`src/rtl/mmio_pkg.sv`:
```
// mmio_pkg: AXI response codes and bridge FSM state shared by the MMIO bridge files.
package mmio_pkg;
    typedef enum logic [1:0] {
        AXI_RESP_OKAY,
        AXI_RESP_EXOKAY,
        AXI_RESP_SLVERR,
        AXI_RESP_DECERR
    } axi_resp_t;
    typedef enum logic [2:0] {IDLE, WR_ACC, WR_RESP, RD_ACC, RD_RESP} state_t;
endpackage

```
`src/rtl/axil_mmio_bridge_if.sv`:
```
// axil_mmio_bridge_if: AXI4-Lite bus bundle with master and slave views.
interface axil_mmio_bridge_if #(
    parameter int ADDR_W = 12,
    parameter int DATA_W = 32
);
    logic [ADDR_W-1:0]   awaddr;
    logic [2:0]          awprot;
    logic                awvalid, awready;
    logic [DATA_W-1:0]   wdata;
    logic [DATA_W/8-1:0] wstrb;
    logic                wvalid, wready;
    logic [1:0]          bresp;
    logic                bvalid, bready;
    logic [ADDR_W-1:0]   araddr;
    logic [2:0]          arprot;
    logic                arvalid, arready;
    logic [DATA_W-1:0]   rdata;
    logic [1:0]          rresp;
    logic                rvalid, rready;
    modport master (
        output awaddr, awprot, awvalid, wdata, wstrb, wvalid, bready, araddr, arprot, arvalid, rready,
        input  awready, wready, bresp, bvalid, arready, rdata, rresp, rvalid
    );
    modport slave (
        input  awaddr, awprot, awvalid, wdata, wstrb, wvalid, bready, araddr, arprot, arvalid, rready,
        output awready, wready, bresp, bvalid, arready, rdata, rresp, rvalid
    );
endinterface

```
`src/rtl/axil_rr_arb2.sv`:
```
// axil_rr_arb2: two-requester arbiter; priority flips to the other requester after each grant.
module axil_rr_arb2 (
    input  logic       clk,
    input  logic       arst_n,
    input  logic       en,
    input  logic [1:0] req,
    output logic [1:0] gnt
);
    logic ptr;
    assign gnt[0] = en & req[0] & (~req[1] | ~ptr);
    assign gnt[1] = en & req[1] & (~req[0] | ptr);
    always_ff @(posedge clk or negedge arst_n)
        if (!arst_n) ptr <= 1'b0;
        else if (|gnt) ptr <= gnt[0];
endmodule

```
`src/rtl/axil_mmio_bridge.sv`:
```
// axil_mmio_bridge: AXI4-Lite slave serving one transaction at a time on N_SLOTS MMIO slots.
// Define AXIL_MMIO_TIMEOUT_EN to abort slot accesses after TIMEOUT_CYC cycles with SLVERR.
module axil_mmio_bridge
    import mmio_pkg::*;
#(
    parameter int N_SLOTS     = 16,
    parameter int ADDR_W      = 12,
    parameter int REG_ADDR_W  = 4,
    parameter int DATA_W      = 32,
    parameter int TIMEOUT_CYC = 255
) (
    input  logic                             clk,
    input  logic                             arst_n,
    axil_mmio_bridge_if.slave                s_axi,
    output logic [N_SLOTS-1:0]               slot_cs,
    output logic [N_SLOTS-1:0]               slot_read,
    output logic [N_SLOTS-1:0]               slot_write,
    output logic [REG_ADDR_W-1:0]            slot_reg_addr,
    output logic [DATA_W-1:0]                slot_wr_data,
    output logic [DATA_W/8-1:0]              slot_wstrb,
    input  logic [N_SLOTS-1:0][DATA_W-1:0]   slot_rd_data,
    input  logic [N_SLOTS-1:0]               slot_done,
    input  logic [N_SLOTS-1:0]               slot_err
);
    localparam int SLOT_W = ADDR_W - REG_ADDR_W - 2;
    localparam int IDX_W  = $clog2(N_SLOTS);
    if (SLOT_W < IDX_W || N_SLOTS < 2 || TIMEOUT_CYC < 1 || TIMEOUT_CYC > 65535) begin : g_bad_cfg
        $error("axil_mmio_bridge: illegal parameter combination");
    end
    state_t                  state;
    axi_resp_t               resp;
    logic [1:0]              gnt;
    logic [IDX_W-1:0]        idx;
    logic [REG_ADDR_W-1:0]   reg_q;
    logic [DATA_W-1:0]       wdata_q, rdata_q;
    logic [DATA_W/8-1:0]     strb_q;
    logic                    bvalid, rvalid, acc, done, err, tmo, bad, unused;
    logic [ADDR_W-1:0]       gaddr;
    logic [SLOT_W-1:0]       gslot;
    logic [N_SLOTS-1:0]      oh;
    axil_rr_arb2 u_arb (
        .clk    (clk),
        .arst_n (arst_n),
        .en     (state == IDLE),
        .req    ({s_axi.arvalid, s_axi.awvalid & s_axi.wvalid}),
        .gnt    (gnt)
    );
    assign gaddr = gnt[0] ? s_axi.awaddr : s_axi.araddr;
    assign gslot = gaddr[ADDR_W-1:REG_ADDR_W+2];
    assign bad   = 32'(gslot) >= N_SLOTS;
    assign oh    = N_SLOTS'(1) << IDX_W'(gslot);
    assign acc   = state == WR_ACC || state == RD_ACC;
    assign done  = slot_done[idx];
    assign err   = slot_err[idx];
    assign unused = &{1'b0, s_axi.awprot, s_axi.arprot, gaddr[1:0]};
    assign s_axi.awready = gnt[0];
    assign s_axi.wready  = gnt[0];
    assign s_axi.arready = gnt[1];
    assign s_axi.bvalid  = bvalid;
    assign s_axi.rvalid  = rvalid;
    assign s_axi.bresp   = bvalid ? resp : AXI_RESP_OKAY;
    assign s_axi.rresp   = rvalid ? resp : AXI_RESP_OKAY;
    assign s_axi.rdata   = rdata_q;
    assign slot_reg_addr = acc ? reg_q : '0;
    assign slot_wr_data  = state == WR_ACC ? wdata_q : '0;
    assign slot_wstrb    = state == WR_ACC ? strb_q : '0;
`ifdef AXIL_MMIO_TIMEOUT_EN
    logic [15:0] cnt;
    always_ff @(posedge clk or negedge arst_n)
        if (!arst_n) cnt <= '0;
        else cnt <= acc ? cnt + 16'd1 : '0;
    assign tmo = acc && cnt == 16'(TIMEOUT_CYC - 1);
`else
    assign tmo = 1'b0;
`endif
    always_ff @(posedge clk or negedge arst_n) begin
        if (!arst_n) begin
            state      <= IDLE;
            resp       <= AXI_RESP_OKAY;
            idx        <= '0;
            reg_q      <= '0;
            wdata_q    <= '0;
            strb_q     <= '0;
            rdata_q    <= '0;
            bvalid     <= 1'b0;
            rvalid     <= 1'b0;
            slot_cs    <= '0;
            slot_read  <= '0;
            slot_write <= '0;
        end else begin
            case (state)
                IDLE: if (|gnt) begin
                    reg_q      <= gaddr[REG_ADDR_W+1:2];
                    idx        <= IDX_W'(gslot);
                    wdata_q    <= s_axi.wdata;
                    strb_q     <= s_axi.wstrb;
                    state      <= bad ? (gnt[0] ? WR_RESP : RD_RESP) : (gnt[0] ? WR_ACC : RD_ACC);
                    resp       <= bad ? AXI_RESP_DECERR : AXI_RESP_OKAY;
                    bvalid     <= bad & gnt[0];
                    rvalid     <= bad & gnt[1];
                    slot_cs    <= bad ? '0 : oh;
                    slot_write <= (bad | ~gnt[0]) ? '0 : oh;
                    slot_read  <= (bad | ~gnt[1]) ? '0 : oh;
                end
                WR_ACC, RD_ACC: begin
                    slot_write <= '0;
                    slot_read  <= '0;
                    // error beats done; a timeout only fires when neither arrived
                    if (done | err | tmo) begin
                        slot_cs <= '0;
                        resp    <= (done & ~err) ? AXI_RESP_OKAY : AXI_RESP_SLVERR;
                        rdata_q <= (state == RD_ACC && done && !err) ? slot_rd_data[idx] : '0;
                        bvalid  <= state == WR_ACC;
                        rvalid  <= state == RD_ACC;
                        state   <= state == WR_ACC ? WR_RESP : RD_RESP;
                    end
                end
                WR_RESP: if (s_axi.bready) begin
                    bvalid <= 1'b0;
                    resp   <= AXI_RESP_OKAY;
                    state  <= IDLE;
                end
                RD_RESP: if (s_axi.rready) begin
                    rvalid  <= 1'b0;
                    resp    <= AXI_RESP_OKAY;
                    rdata_q <= '0;
                    state   <= IDLE;
                end
                default: state <= IDLE;
            endcase
        end
    end
endmodule

```
`src/flat_wrapper.sv`:
```
// flat-port wrapper written by rule: the top's interface ports become plain ports
module axil_mmio_bridge_flat import mmio_pkg::*;
#(
    parameter int N_SLOTS     = 16,
    parameter int ADDR_W      = 12,
    parameter int REG_ADDR_W  = 4,
    parameter int DATA_W      = 32,
    parameter int TIMEOUT_CYC = 255
)
  (clk, arst_n, slot_cs, slot_read, slot_write, slot_reg_addr, slot_wr_data, slot_wstrb, slot_rd_data, slot_done, slot_err, s_axi_awaddr, s_axi_awprot, s_axi_awvalid, s_axi_wdata, s_axi_wstrb, s_axi_wvalid, s_axi_bready, s_axi_araddr, s_axi_arprot, s_axi_arvalid, s_axi_rready, s_axi_awready, s_axi_wready, s_axi_bresp, s_axi_bvalid, s_axi_arready, s_axi_rdata, s_axi_rresp, s_axi_rvalid);
  axil_mmio_bridge_if #(.ADDR_W(ADDR_W), .DATA_W(DATA_W)) s_axi_i ();
  input  logic clk;
  input  logic arst_n;
  output logic [N_SLOTS-1:0] slot_cs;
  output logic [N_SLOTS-1:0] slot_read;
  output logic [N_SLOTS-1:0] slot_write;
  output logic [REG_ADDR_W-1:0] slot_reg_addr;
  output logic [DATA_W-1:0] slot_wr_data;
  output logic [DATA_W/8-1:0] slot_wstrb;
  input  logic [N_SLOTS-1:0][DATA_W-1:0] slot_rd_data;
  input  logic [N_SLOTS-1:0] slot_done;
  input  logic [N_SLOTS-1:0] slot_err;
  input wire logic [$bits(s_axi_i.awaddr)-1:0] s_axi_awaddr;
  input wire logic [$bits(s_axi_i.awprot)-1:0] s_axi_awprot;
  input wire logic [$bits(s_axi_i.awvalid)-1:0] s_axi_awvalid;
  input wire logic [$bits(s_axi_i.wdata)-1:0] s_axi_wdata;
  input wire logic [$bits(s_axi_i.wstrb)-1:0] s_axi_wstrb;
  input wire logic [$bits(s_axi_i.wvalid)-1:0] s_axi_wvalid;
  input wire logic [$bits(s_axi_i.bready)-1:0] s_axi_bready;
  input wire logic [$bits(s_axi_i.araddr)-1:0] s_axi_araddr;
  input wire logic [$bits(s_axi_i.arprot)-1:0] s_axi_arprot;
  input wire logic [$bits(s_axi_i.arvalid)-1:0] s_axi_arvalid;
  input wire logic [$bits(s_axi_i.rready)-1:0] s_axi_rready;
  output wire logic [$bits(s_axi_i.awready)-1:0] s_axi_awready;
  output wire logic [$bits(s_axi_i.wready)-1:0] s_axi_wready;
  output wire logic [$bits(s_axi_i.bresp)-1:0] s_axi_bresp;
  output wire logic [$bits(s_axi_i.bvalid)-1:0] s_axi_bvalid;
  output wire logic [$bits(s_axi_i.arready)-1:0] s_axi_arready;
  output wire logic [$bits(s_axi_i.rdata)-1:0] s_axi_rdata;
  output wire logic [$bits(s_axi_i.rresp)-1:0] s_axi_rresp;
  output wire logic [$bits(s_axi_i.rvalid)-1:0] s_axi_rvalid;
  assign s_axi_i.awaddr = s_axi_awaddr;
  assign s_axi_i.awprot = s_axi_awprot;
  assign s_axi_i.awvalid = s_axi_awvalid;
  assign s_axi_i.wdata = s_axi_wdata;
  assign s_axi_i.wstrb = s_axi_wstrb;
  assign s_axi_i.wvalid = s_axi_wvalid;
  assign s_axi_i.bready = s_axi_bready;
  assign s_axi_i.araddr = s_axi_araddr;
  assign s_axi_i.arprot = s_axi_arprot;
  assign s_axi_i.arvalid = s_axi_arvalid;
  assign s_axi_i.rready = s_axi_rready;
  assign s_axi_awready = s_axi_i.awready;
  assign s_axi_wready = s_axi_i.wready;
  assign s_axi_bresp = s_axi_i.bresp;
  assign s_axi_bvalid = s_axi_i.bvalid;
  assign s_axi_arready = s_axi_i.arready;
  assign s_axi_rdata = s_axi_i.rdata;
  assign s_axi_rresp = s_axi_i.rresp;
  assign s_axi_rvalid = s_axi_i.rvalid;
  axil_mmio_bridge #(.N_SLOTS(N_SLOTS), .ADDR_W(ADDR_W), .REG_ADDR_W(REG_ADDR_W), .DATA_W(DATA_W), .TIMEOUT_CYC(TIMEOUT_CYC)) u_core (.clk(clk), .arst_n(arst_n), .s_axi(s_axi_i), .slot_cs(slot_cs), .slot_read(slot_read), .slot_write(slot_write), .slot_reg_addr(slot_reg_addr), .slot_wr_data(slot_wr_data), .slot_wstrb(slot_wstrb), .slot_rd_data(slot_rd_data), .slot_done(slot_done), .slot_err(slot_err));
endmodule
```
`config.mk`:
```
export PLATFORM = sky130hd
export DESIGN_NAME = axil_mmio_bridge_flat
export DESIGN_NICKNAME = d
export VERILOG_FILES = /design/src/rtl/mmio_pkg.sv /design/src/rtl/axil_mmio_bridge_if.sv /design/src/rtl/axil_rr_arb2.sv /design/src/rtl/axil_mmio_bridge.sv /design/src/flat_wrapper.sv
export SDC_FILE = /design/constraint.sdc
export NUM_CORES = 1
export LEC_CHECK = 0
export ABC_CLOCK_PERIOD_IN_PS = 2700
export CORE_AREA = 4 4 292 294
export CTS_BUF_LIST = sky130_fd_sc_hd__clkbuf_4
export DETAILED_ROUTE_END_ITERATION = 16
export DIE_AREA = 0 0 296 298
export GPL_ROUTABILITY_DRIVEN = 0
export PLACE_DENSITY = 0.48
export SLEW_MARGIN = 0
export SYNTH_ARGS = -nofsm -noshare
export SYNTH_HDL_FRONTEND = slang
export SYNTH_SLANG_ARGS = --single-unit
```
`constraint.sdc`:
```
create_clock -name clk -period 2.7 [get_ports clk]
set_input_delay 0.405 -clock clk [delete_from_list [all_inputs] [get_ports clk]]
set_output_delay 0.405 -clock clk [all_outputs]
set_load 0.005 [all_outputs]
```
==> summary.txt, run 1 <==
Layout
  • Layout cells sized above 1: 29.2%
  • Post-route cell area: 20100 sq um
  • Fillers: 8764
  • Multi-input logic area: 6850 sq um
  • Post-Layout Cell Count: 2635
  • Fin nets: 2139
  • Register area: 3310 sq um
  • Finished Core Util: 24.2%
  • Layout area overhead: 90.1%

Power
  • Max VDD drop: 335 uV
  • Final Total Pwr: 14.8 mW
  • P per Cell Area: 737 nW/um^2
  • Static Leak: 7.59 nW

STA
  • Fmax: 393 MHz
  • Slew headroom: 48.2%
  • Hold Violations, Final: 0
  • Fin crit share: 94.4%
  • Setup-failing EPs final: 0
  • Setup TNS: 0 ns
  • Slew Limit Fails: 0
  • Clock Skews: 0.0572 ns
  • Slack of the critical path: 0.152 ns
  • Tmin final: 2.55 ns
  • Tightest Pin Transition: 0.771 ns
  • Final hold slack: 0.227 ns

Detailed routing
  • WL per Instance: 29.9 um
  • Vias per cell: 4.18
  • # DRC: 0
  • Via count: 11.0k
  • First-pass iteration count of the detailed router: 6
  • Final wirelength: 78.8 mm
  • Drt initial violations: 708
  • Antenna Nets Post-Route: 0

Placement
  • Placed insts: 2557
  • Port buffer count: 735
  • Dpl ws: -0.0216 ns
  • Post-DP Area: 19500 sq um
  • Final HPWL DP: 66.2 mm

Setup path
  • Crit-path max cell delay: 0.40 ns
  • Crit Path Category: flop to primary output
  • CP max stage cell: dfrtp_1
  • Largest delay share family, worst path: buffers and inverters
  • Worst path cell trace: buf_6, clkinvlp_4, bufbuf_16, and3_1, dlygate4sd2_1
  • Max Fanout on Critical Path: 19
  • Setup crit start kind: flop
  • WP buf/inv: 4
  • WP data arrival: 2.14 ns
  • CP endpoint kind: primary output
  • Worst Path Required: 2.30 ns

CTS
  • CTS Sinks: 132
  • Root Buffer: clkbuf_4
  • Clk_lat worst skew: 0.75 ns
  • CTS Buffer Depth: 2
  • H-tree level count: 4
  • CTS tree: yes
  • Clock slew at reported path FFs: 0.16 ns
  • TritonCTS Buffers: 17

Synth
  • FF+latch count, synth: 132
  • Ys async rst share: 100%
  • Post-Syn Nets: 1386
  • Count leader, synth: mux4_2
  • Register area share after synthesis: 31.3%
  • Syn. warnings: 0
  • Synth area leader: dfrtp_1
  • Commonest cells in the netlist: 136 x mux4_2, 132 x dfrtp_1, 103 x mux2_2, 42 x clkbuf_1, 39 x and3_1
  • Top FF cell, synth: dfrtp_1
  • Synth area leaders: dfrtp_1 31%, mux4_2 29%, mux2_2 11%, o2bb2ai_2 4.3%, a22oi_2 3.4%
  • Synth Instances: 766
  • Post-synth EDFFs: 0
  • Yosys top cell area share: 31.3%
  • Unique cell type count in the Yosys netlist: 56
  • Syn Area/Cell: 13.8 sq um
  • Synthesized area: 10600 sq um

Floorplanning
  • Die W: 296 um
  • Die area: 88200 sq um
  • Io pins: 746
  • Initial Util: 12.7%
  • Row count: 106
  • Die Ht: 298 um
  • Core Region: 82900 sq um

Global routing
  • GRT Util Overall: 17.2%
  • Vias in the first global route: 11.8k
  • Grt ovf: 0
  • Global-route wire length before repair: 104 mm
  • Pin count of the biggest net entering global routing: 61
  • Initial antenna violation count: 64

Run
  • Max_cap viols: 0

Outcome
  • Status: completed

Worst hold path
  • Hold Path Class: primary input to async pin
-- final timing paths --
kind	start	end	slack [ns]	cells after the start
worst max-delay path	u_core.state[1]	slot_wr_data[14]	0.15	5
worst min-delay path	arst_n	u_core.slot_write[6]	0.23	2
worst max register to register	u_core.idx[2]	u_core.s_axi.rdata[27]	0.16	7
worst min register to register	u_core.s_axi.rdata[18]	u_core.s_axi.rdata[18]	0.51	1
max in group asynchronous	arst_n	u_core.wdata_q[20]	1.75	3
min in group clk	s_axi_araddr[3]	u_core.reg_q[1]	0.23	3
-- sequential cells by signal, indices dropped and copies added (netlist names) --
name                 count
u_core.s_axi.bvalid      1
u_core.reg_q             4
u_core.wdata_q          32
u_core.state             3
u_core.s_axi.rvalid      1
u_core.slot_write       16
u_core.s_axi.rdata      32
u_core.u_arb.ptr         1
u_core.slot_cs          16
u_core.resp              2
u_core.idx               4
u_core.strb_q            4
u_core.slot_read        16
-- layout by cell type, fill, tap and decap left out, types with 9 or more instances in the layout --
| master | instances |
|---|---|
| buf_4 | 47 |
| clkbuf_2 | 9 |
| a22o_1 | 27 |
| clkbuf_4 | 17 |
| and3_1 | 38 |
| a32o_1 | 12 |
| mux2i_1 | 13 |
| clkdlybuf4s50_1 | 691 |
| nor2_1 | 25 |
| mux4_2 | 136 |
| a22oi_2 | 29 |
| o21ai_1 | 9 |
| dlygate4sd2_1 | 26 |
| and2_1 | 10 |
| mux2_2 | 103 |
| diode_2 | 23 |
| nand2b_1 | 9 |
| nand2_1 | 30 |
| a21oi_1 | 10 |
| o2bb2ai_2 | 30 |
| buf_12 | 20 |
| dfrtp_1 | 129 |
-- cell families (layout without fill, tap and decap cells) --
family	Yosys count	after routing	synth area share, %
DFF	132	132	31.3
and+or+nand+nor	141	141	7.44
other	0	23	0
buffers and inverters	86	852	4.16
muxes	260	260	42.5
AOI/OAI and AO/OA	144	144	14.2
adders and majority gates	3	3	0.356
-- cell type report --
class / count / share of cell area (%)
inverters: 9 / 0.200
well taps: 1080 / 6.74
clock inverters: 15 / 0.842
diodes: 23 / 0.287
repair buffers: 811 / 40.6
clock buffers: 17 / 0.636
multi-input cells: 548 / 34.2
flip-flops and latches: 132 / 16.5
-- metal layers --
metal / share of wire [%] / track usage [%] / up-vias
li1: - / - / 4668
met1: 39 / 20.5 / 5631
met2: 48 / 28.1 / 576
met3: 9.6 / 6.92 / 111
met4: 2.5 / 6.14 / 30
met5: 0.24 / 0 / -
-- what timing repair did --
item / CTS / global route
gates resized for setup: 93 / 12
endpoints found under the hold margin: 57 / 0
pin swaps: 2 / 1
setup endpoints to repair: 43 / 16
cloned: 2 / 0
hold buffers: 1 / 0
buffers inserted: 14 / 6
-- power breakdown --
part	internal, mW	leakage [nW]	switching (mW)
Clock	0.572	0.148	1.07
Combinational	5.61	5.72	4.57
Sequential	2.48	1.73	0.480
Power figures use the tool's default switching activity.
==> run 2: changes to the inputs <==
- ABC_CLOCK_PERIOD_IN_PS: 2700 -> 2230
- clock period: 2.7 -> 2.23 ns (I/O delays scaled with it)
==> summary.txt, run 2 (synthesized netlist as in run 1, its figures left out) <==
Power
  • Internal power: 12.7 mW (was 8.67 mW)
  • Static Leak: 8.33 nW (was 7.59 nW)
  • Clock power share: 8.7% (was 11.1%)
  • NetSw: 8.35 mW (was 6.12 mW)
  • Seq pwr share: 16.8% (was 20.0%)
  • Comb pwr share: 74.5% (was 68.9%)
  • P per Cell Area: 961 nW/um^2 (was 737 nW/um^2)
  • Switching power share of the total: 39.6% (was 41.4%)
  • Max VDD drop: 515 uV (was 335 uV)

Floorplanning
  • Core Region: 82900 sq um (unchanged)
  • Die Ht: 298 um (unchanged)
  • Die W: 296 um (unchanged)
  • Die area: 88200 sq um (unchanged)
  • Initial Util: 12.7% (unchanged)
  • Io pins: 746 (unchanged)
  • Row count: 106 (unchanged)

Global routing
  • Pin count of the biggest net entering global routing: 51 (was 61)
  • Grt ovf: 0 (unchanged)
  • Vias in the first global route: 12.4k (was 11.8k)
  • Global-route wire length before repair: 106 mm (was 104 mm)
  • GRT Util Overall: 17.7% (was 17.2%)
  • Initial antenna violation count: 67 (was 64)

Layout
  • Finished Core Util: 26.5% (was 24.2%)
  • Fin nets: 2235 (was 2139)
  • Most frequent cells in the layout: 682 x clkdlybuf4s50_1, 136 x mux4_2, 127 x dfrtp_1, 90 x mux2_2, 81 x buf_4 (was 691 x clkdlybuf4s50_1, 136 x mux4_2, 129 x dfrtp_1, 103 x mux2_2, 47 x buf_4)
  • Layout cells sized above 1: 38.8% (was 29.2%)
  • Post-Layout Cell Count: 2738 (was 2635)
  • Commonest non-fill, non-tap cell in the layout: clkdlybuf4s50_1 (unchanged)
  • Layout area overhead: 108% (was 90.1%)

Detailed routing
  • # DRC: 0 (unchanged)
  • Antenna Nets Post-Route: 0 (unchanged)
  • First-pass iteration count of the detailed router: 5 (was 6)
  • Vias per cell: 4.23 (was 4.18)
  • Via count: 11.6k (was 11.0k)
  • Final wirelength: 81.0 mm (was 78.8 mm)
  • WL per Instance: 29.6 um (was 29.9 um)
  • Drt initial violations: 747 (was 708)

STA
  • Slew headroom: 58.0% (was 48.2%)
  • RSZ-0062 raised after global routing: yes
  • Fmax: 405 MHz
  • Slack of the critical path: -0.240 ns (was 0.152 ns)
  • Hold Violations, Final: 0 (unchanged)
  • Tightest Pin Transition: 0.629 ns (was 0.771 ns)
  • Fin crit share: 111%
  • Setup-failing EPs final: 108 (was 0)
  • Setup TNS: -12.40 ns (was 0 ns)
  • Tmin final: 2.47 ns
  • Slew Limit Fails: 0 (unchanged)
  • Clock Skews: 0.0471 ns (was 0.0572 ns)

CTS
  • CTS tree: yes (unchanged)
  • Root Buffer: clkbuf_4 (unchanged)
  • H-tree level count: 4 (unchanged)
  • CTS Sinks: 132 (unchanged)
  • CTS Buffer Depth: 2 (unchanged)
  • Clock slew at reported path FFs: 0.18 ns (was 0.16 ns)
  • TritonCTS Buffers: 17 (unchanged)
  • Clk_lat worst skew: 0.73 ns (was 0.75 ns)

Setup path
  • Max Fanout on Critical Path: 6 (was 19)
  • Setup crit start kind: flop (unchanged)
  • Largest delay share family, worst path: buffers and inverters (unchanged)
  • WP data arrival: 2.14 ns (about the same)
  • CP endpoint kind: primary output (unchanged)
  • WP buf/inv: 6 (was 4)
  • CP max stage cell: dfrtp_1 (unchanged)
  • Crit-path max cell delay: 0.45 ns (was 0.40 ns)
  • Worst path cell trace: buf_6, nor2b_4, buf_12, buf_8, buf_12, buf_6, and3_4, buf_6 (was buf_6, clkinvlp_4, bufbuf_16, and3_1, dlygate4sd2_1)
  • Worst Path Required: 1.90 ns (was 2.30 ns)
  • Crit Path Category: flop to primary output (unchanged)
  • Most used cell, CP: buf_6

Placement
  • Final HPWL DP: 66.2 mm (about the same)
  • Port buffer count: 735 (unchanged)
  • Placed insts: 2603 (was 2557)

Outcome
  • Failing checks: negative setup slack
  • Status: complete, but fails checks (was completed)

Worst hold path
  • Hold Path Class: primary input to async pin (unchanged)

Run
  • Max_cap viols: 0 (unchanged)
## run 2: cell types whose count changed in the layout (fill, tap and decap cells not counted), sizes merged, moves of 2 or more
cell,delta
clkinv,+3
clkbuf,-7
dlygate4sd2,-17
diode,+7
clkdlybuf4s50,-9
buf,+131
clkinvlp,-2
## run 2: worst reg2reg max path, stage by stage (launching register included)
cell and delay, ns:
dfrtp_4 0.47, buf_12 0.14, mux4_2 0.54, mux2i_4 0.23, buf_12 0.15, buf_6 0.09
nor3b_4 0.04, buf_12 0.17, buf_12 0.13, buf_16 0.14, a22oi_2 0.17, o2bb2ai_2 0.06
## run 2: repair_timing
item,4_1_cts,5_1_grt
hold buffers,2,0
gates cloned,16,2
hold endpoints to repair,132,0
resized for setup,325,73
pin swaps,47,37
setup buffers,54,9
endpoints found under the setup margin,109,124
## run 2: power by group through the flow
stage / sequential [mW] / clock (mW) / combinational (mW)
floorplan: 3.29 / 0 / 7.91
detailed placement: 3.55 / 0 / 13.0
global route: 3.62 / 2.05 / 16.6
CTS: 3.53 / 2.01 / 15.6
global placement: 3.53 / 0 / 12.9
finish: 3.54 / 1.83 / 15.7
## run 2: final timing paths
check	cells past startpoint	startpoint	end	slack (ns)
max	8	u_core.state[2]	slot_wr_data[1]	-0.24
min	3	arst_n	u_core.slot_cs[9]	0.17
max reg2reg	11	u_core.idx[2]	u_core.s_axi.rdata[22]	-0.18
min reg2reg	2	u_core.slot_write[2]	u_core.slot_write[2]	0.51
max in group asynchronous	3	arst_n	u_core.s_axi.rdata[29]	1.67
min in group clk	3	s_axi_araddr[4]	u_core.reg_q[2]	0.18
## run 2: layout make-up
type / instances / area (sq um)
antenna: 30 / 75.1
clock buffer: 17 / 128
tap: 1080 / 1350
multi-input combinational: 548 / 7220
sequential: 132 / 3320
fill: 8566 / 60900
timing repair buffer: 907 / 9650
inverter: 9 / 52.6
clock inverter: 15 / 143
## run 2: per-layer routing
metal / wire length, um / vias up / track usage (%)
met5: 216 / - / 0
met2: 39500 / 622 / 29.3
met1: 30600 / 5907 / 20.1
met3: 8340 / 119 / 7.75
met4: 2290 / 32 / 6.55
li1: - / 4896 / -
## run 2: metrics by stage
step                area [sq um]  power, mW  setup WS [ns]  hold slack, ns
finish                     21900       21.1         -0.240           0.171
CTS                        21600       21.1         -0.428          0.0146
detailed placement         20000       16.6         -0.404           0.288
floorplan                  10600       11.2        0.00313          0.0389
global placement           20000       16.4         -0.353           0.285
global route               21900       22.3         -0.418          0.0560
==> run 3: changes to the inputs <==
- RECOVER_POWER: not set -> 50
==> summary.txt, run 3 (synthesized netlist as in run 1, its figures left out) <==
Worst hold path
  • WHS Endpoint: u_core.reg_q[2]
  • Hold Path Class: primary input to flop (was primary input to async pin)
  • Hold-critical path depth: 3
  • Hold_sp: s_axi_araddr[4]

CTS
  • H-tree level count: 4 (unchanged)
  • CTS tree: yes (unchanged)
  • CTS Sinks: 132 (unchanged)
  • TritonCTS Buffers: 17 (unchanged)
  • Clock slew at reported path FFs: 0.18 ns (about the same)
  • Clk_lat worst skew: 0.72 ns (was 0.73 ns)
  • Root Buffer: clkbuf_4 (unchanged)
  • CTS Buffer Depth: 2 (unchanged)

Setup path
  • Crit Path Category: flop to primary output (unchanged)
  • CP endpoint kind: primary output (unchanged)
  • Setup crit start kind: flop (unchanged)
  • FF-to-FF path depth: 11 (unchanged)
  • Worst Path Required: 1.90 ns (about the same)
  • RR Startpoint: u_core.idx[2] (unchanged)
  • WP data arrival: 2.13 ns (was 2.14 ns)
  • R2R Path End: u_core.s_axi.rdata[22] (unchanged)
  • FF-to-FF setup slack: -0.18 ns (about the same)
  • Max Fanout on Critical Path: 6 (unchanged)

Layout
  • Fin nets: 2235 (unchanged)
  • Commonest non-fill, non-tap cell in the layout: clkdlybuf4s50_1 (unchanged)
  • Layout area overhead: 108% (about the same)
  • Layout cells sized above 1: 38.7% (was 38.8%)
  • Most frequent cells in the layout: 682 x clkdlybuf4s50_1, 136 x mux4_2, 127 x dfrtp_1, 90 x mux2_2, 80 x buf_4 (was 682 x clkdlybuf4s50_1, 136 x mux4_2, 127 x dfrtp_1, 90 x mux2_2, 81 x buf_4)

Outcome
  • Failing checks: max-capacitance violations, max-slew violations, negative setup slack (was negative setup slack)
  • Status: complete, but fails checks (unchanged)

STA
  • Slew headroom: -3.92% (was 58.0%)
  • Tmin final: 2.47 ns (about the same)
  • Setup-failing EPs final: 108 (unchanged)
  • Slack of the critical path: -0.236 ns (was -0.240 ns)
  • Fmax: 406 MHz (was 405 MHz)
  • RSZ-0062 raised after global routing: yes (unchanged)
  • Slew Limit Fails: 52 (was 0)
  • Hold Violations, Final: 0 (unchanged)
  • Clock Skews: 0.0442 ns (was 0.0471 ns)
  • Fin crit share: 111% (about the same)
  • Tightest Pin Transition: 1.56 ns (was 0.629 ns)
  • Final hold slack: 0.174 ns (was 0.171 ns)

Floorplanning
  • Initial Util: 12.7% (unchanged)
  • Die area: 88200 sq um (unchanged)
  • Die W: 296 um (unchanged)
  • Row count: 106 (unchanged)
  • Io pins: 746 (unchanged)
  • Die Ht: 298 um (unchanged)
  • Core Region: 82900 sq um (unchanged)

Detailed routing
  • Final wirelength: 81.0 mm (about the same)
  • # DRC: 0 (unchanged)
  • Via count: 11.6k (about the same)
  • Antenna Nets Post-Route: 0 (unchanged)
  • Drt initial violations: 766 (was 747)
  • Vias per cell: 4.23 (about the same)
  • First-pass iteration count of the detailed router: 5 (unchanged)
  • WL per Instance: 29.5 um (was 29.6 um)

Global routing
  • Global-route wire length before repair: 106 mm (unchanged)
  • Grt ovf: 0 (unchanged)
  • GRT Util Overall: 17.7% (unchanged)
  • Pin count of the biggest net entering global routing: 51 (unchanged)
  • Vias in the first global route: 12.4k (unchanged)
  • Initial antenna violation count: 67 (unchanged)

Placement
  • Final HPWL DP: 66.2 mm (unchanged)
  • Port buffer count: 735 (unchanged)
  • Dpl ws: -0.404 ns (unchanged)

Power
  • Comb pwr share: 74.5% (about the same)
  • Final Total Pwr: 21.1 mW (about the same)
  • Switching power share of the total: 39.6% (about the same)
  • Seq pwr share: 16.8% (about the same)
  • P per Cell Area: 962 nW/um^2 (was 961 nW/um^2)
  • NetSw: 8.34 mW (was 8.35 mW)
  • Static Leak: 8.31 nW (was 8.33 nW)
  • Clock power share: 8.7% (about the same)
  • Internal power: 12.7 mW (about the same)
  • Max VDD drop: 513 uV (was 515 uV)

Run
  • Max_cap viols: 1 (was 0)
-- run 3: routing by layer --
metal  GRT usage [%]  up-vias  wire length [um]
met3            7.75      120              8710
met5               0        -               220
met2            29.3      630             39400
li1                -     4896                 -
met4            6.55       32              2280
met1            20.1     5909             30300
-- run 3: final cells by class --
cell class                      instances  area, sq um
Clock inverter                         15          143
Multi-Input combinational cell        548         7220
Fill cell                            8574        61000
Clock buffer                           17          128
Timing Repair Buffer                  907         9600
Sequential cell                       132         3320
Inverter                                9         52.6
Tap cell                             1080         1350
Antenna cell                           32         80.1
-- run 3: worst max-delay path by stage --
| stage | from | end | slack, ns | cells after the start |
|---|---|---|---|---|
| 2_1_floorplan | u_core.state[2] | u_core.state[1] | 0.003 | 10 |
| 3_3_place_gp | slot_err[14] | u_core.s_axi.rdata[18] | -0.35 | 7 |
| 3_5_place_dp | slot_err[14] | u_core.s_axi.rdata[18] | -0.40 | 7 |
| 4_1_cts | u_core.state[2] | s_axi_arready | -0.43 | 7 |
| 5_1_grt | u_core.state[2] | s_axi_arready | -0.42 | 7 |
| 6_report | u_core.state[2] | slot_wr_data[1] | -0.24 | 8 |
-- run 3: stage by stage --
stage	utilization [%]	TNS, ns	cell area (sq um)	std cells
floorplan	-	0	10600	766
global placement	24.1	-19.00	20000	2603
detailed placement	24.1	-22.83	20000	2603
CTS	26.1	-23.59	21600	2706
global route	26.4	-25.98	21900	2730
finish	26.4	-12.30	21900	2740
-- run 3: critical path, cell delays in order, from the launching register on --
cell,delay (ns)
dfrtp_1,0.44
buf_6,0.14
nor2b_4,0.15
buf_12,0.13
buf_8,0.11
buf_12,0.11
buf_6,0.09
and3_4,0.16
buf_6,0.09
-- run 3: power groups by stage --
stage	logic [mW]	registers [mW]	clock network, mW
2_1_floorplan	7.91	3.29	0
3_3_place_gp	12.9	3.53	0
3_5_place_dp	13.0	3.55	0
4_1_cts	15.6	3.53	2.01
5_1_grt	16.6	3.62	2.05
6_report	15.7	3.54	1.83
-- run 3: what timing repair did --
item	4_1_cts	5_1_grt
pin swaps	47	37
setup buffers	54	9
endpoints found under the hold margin	132	0
gates cloned	16	2
resized for setup	325	73
hold buffers	2	0
setup endpoints to repair	109	124
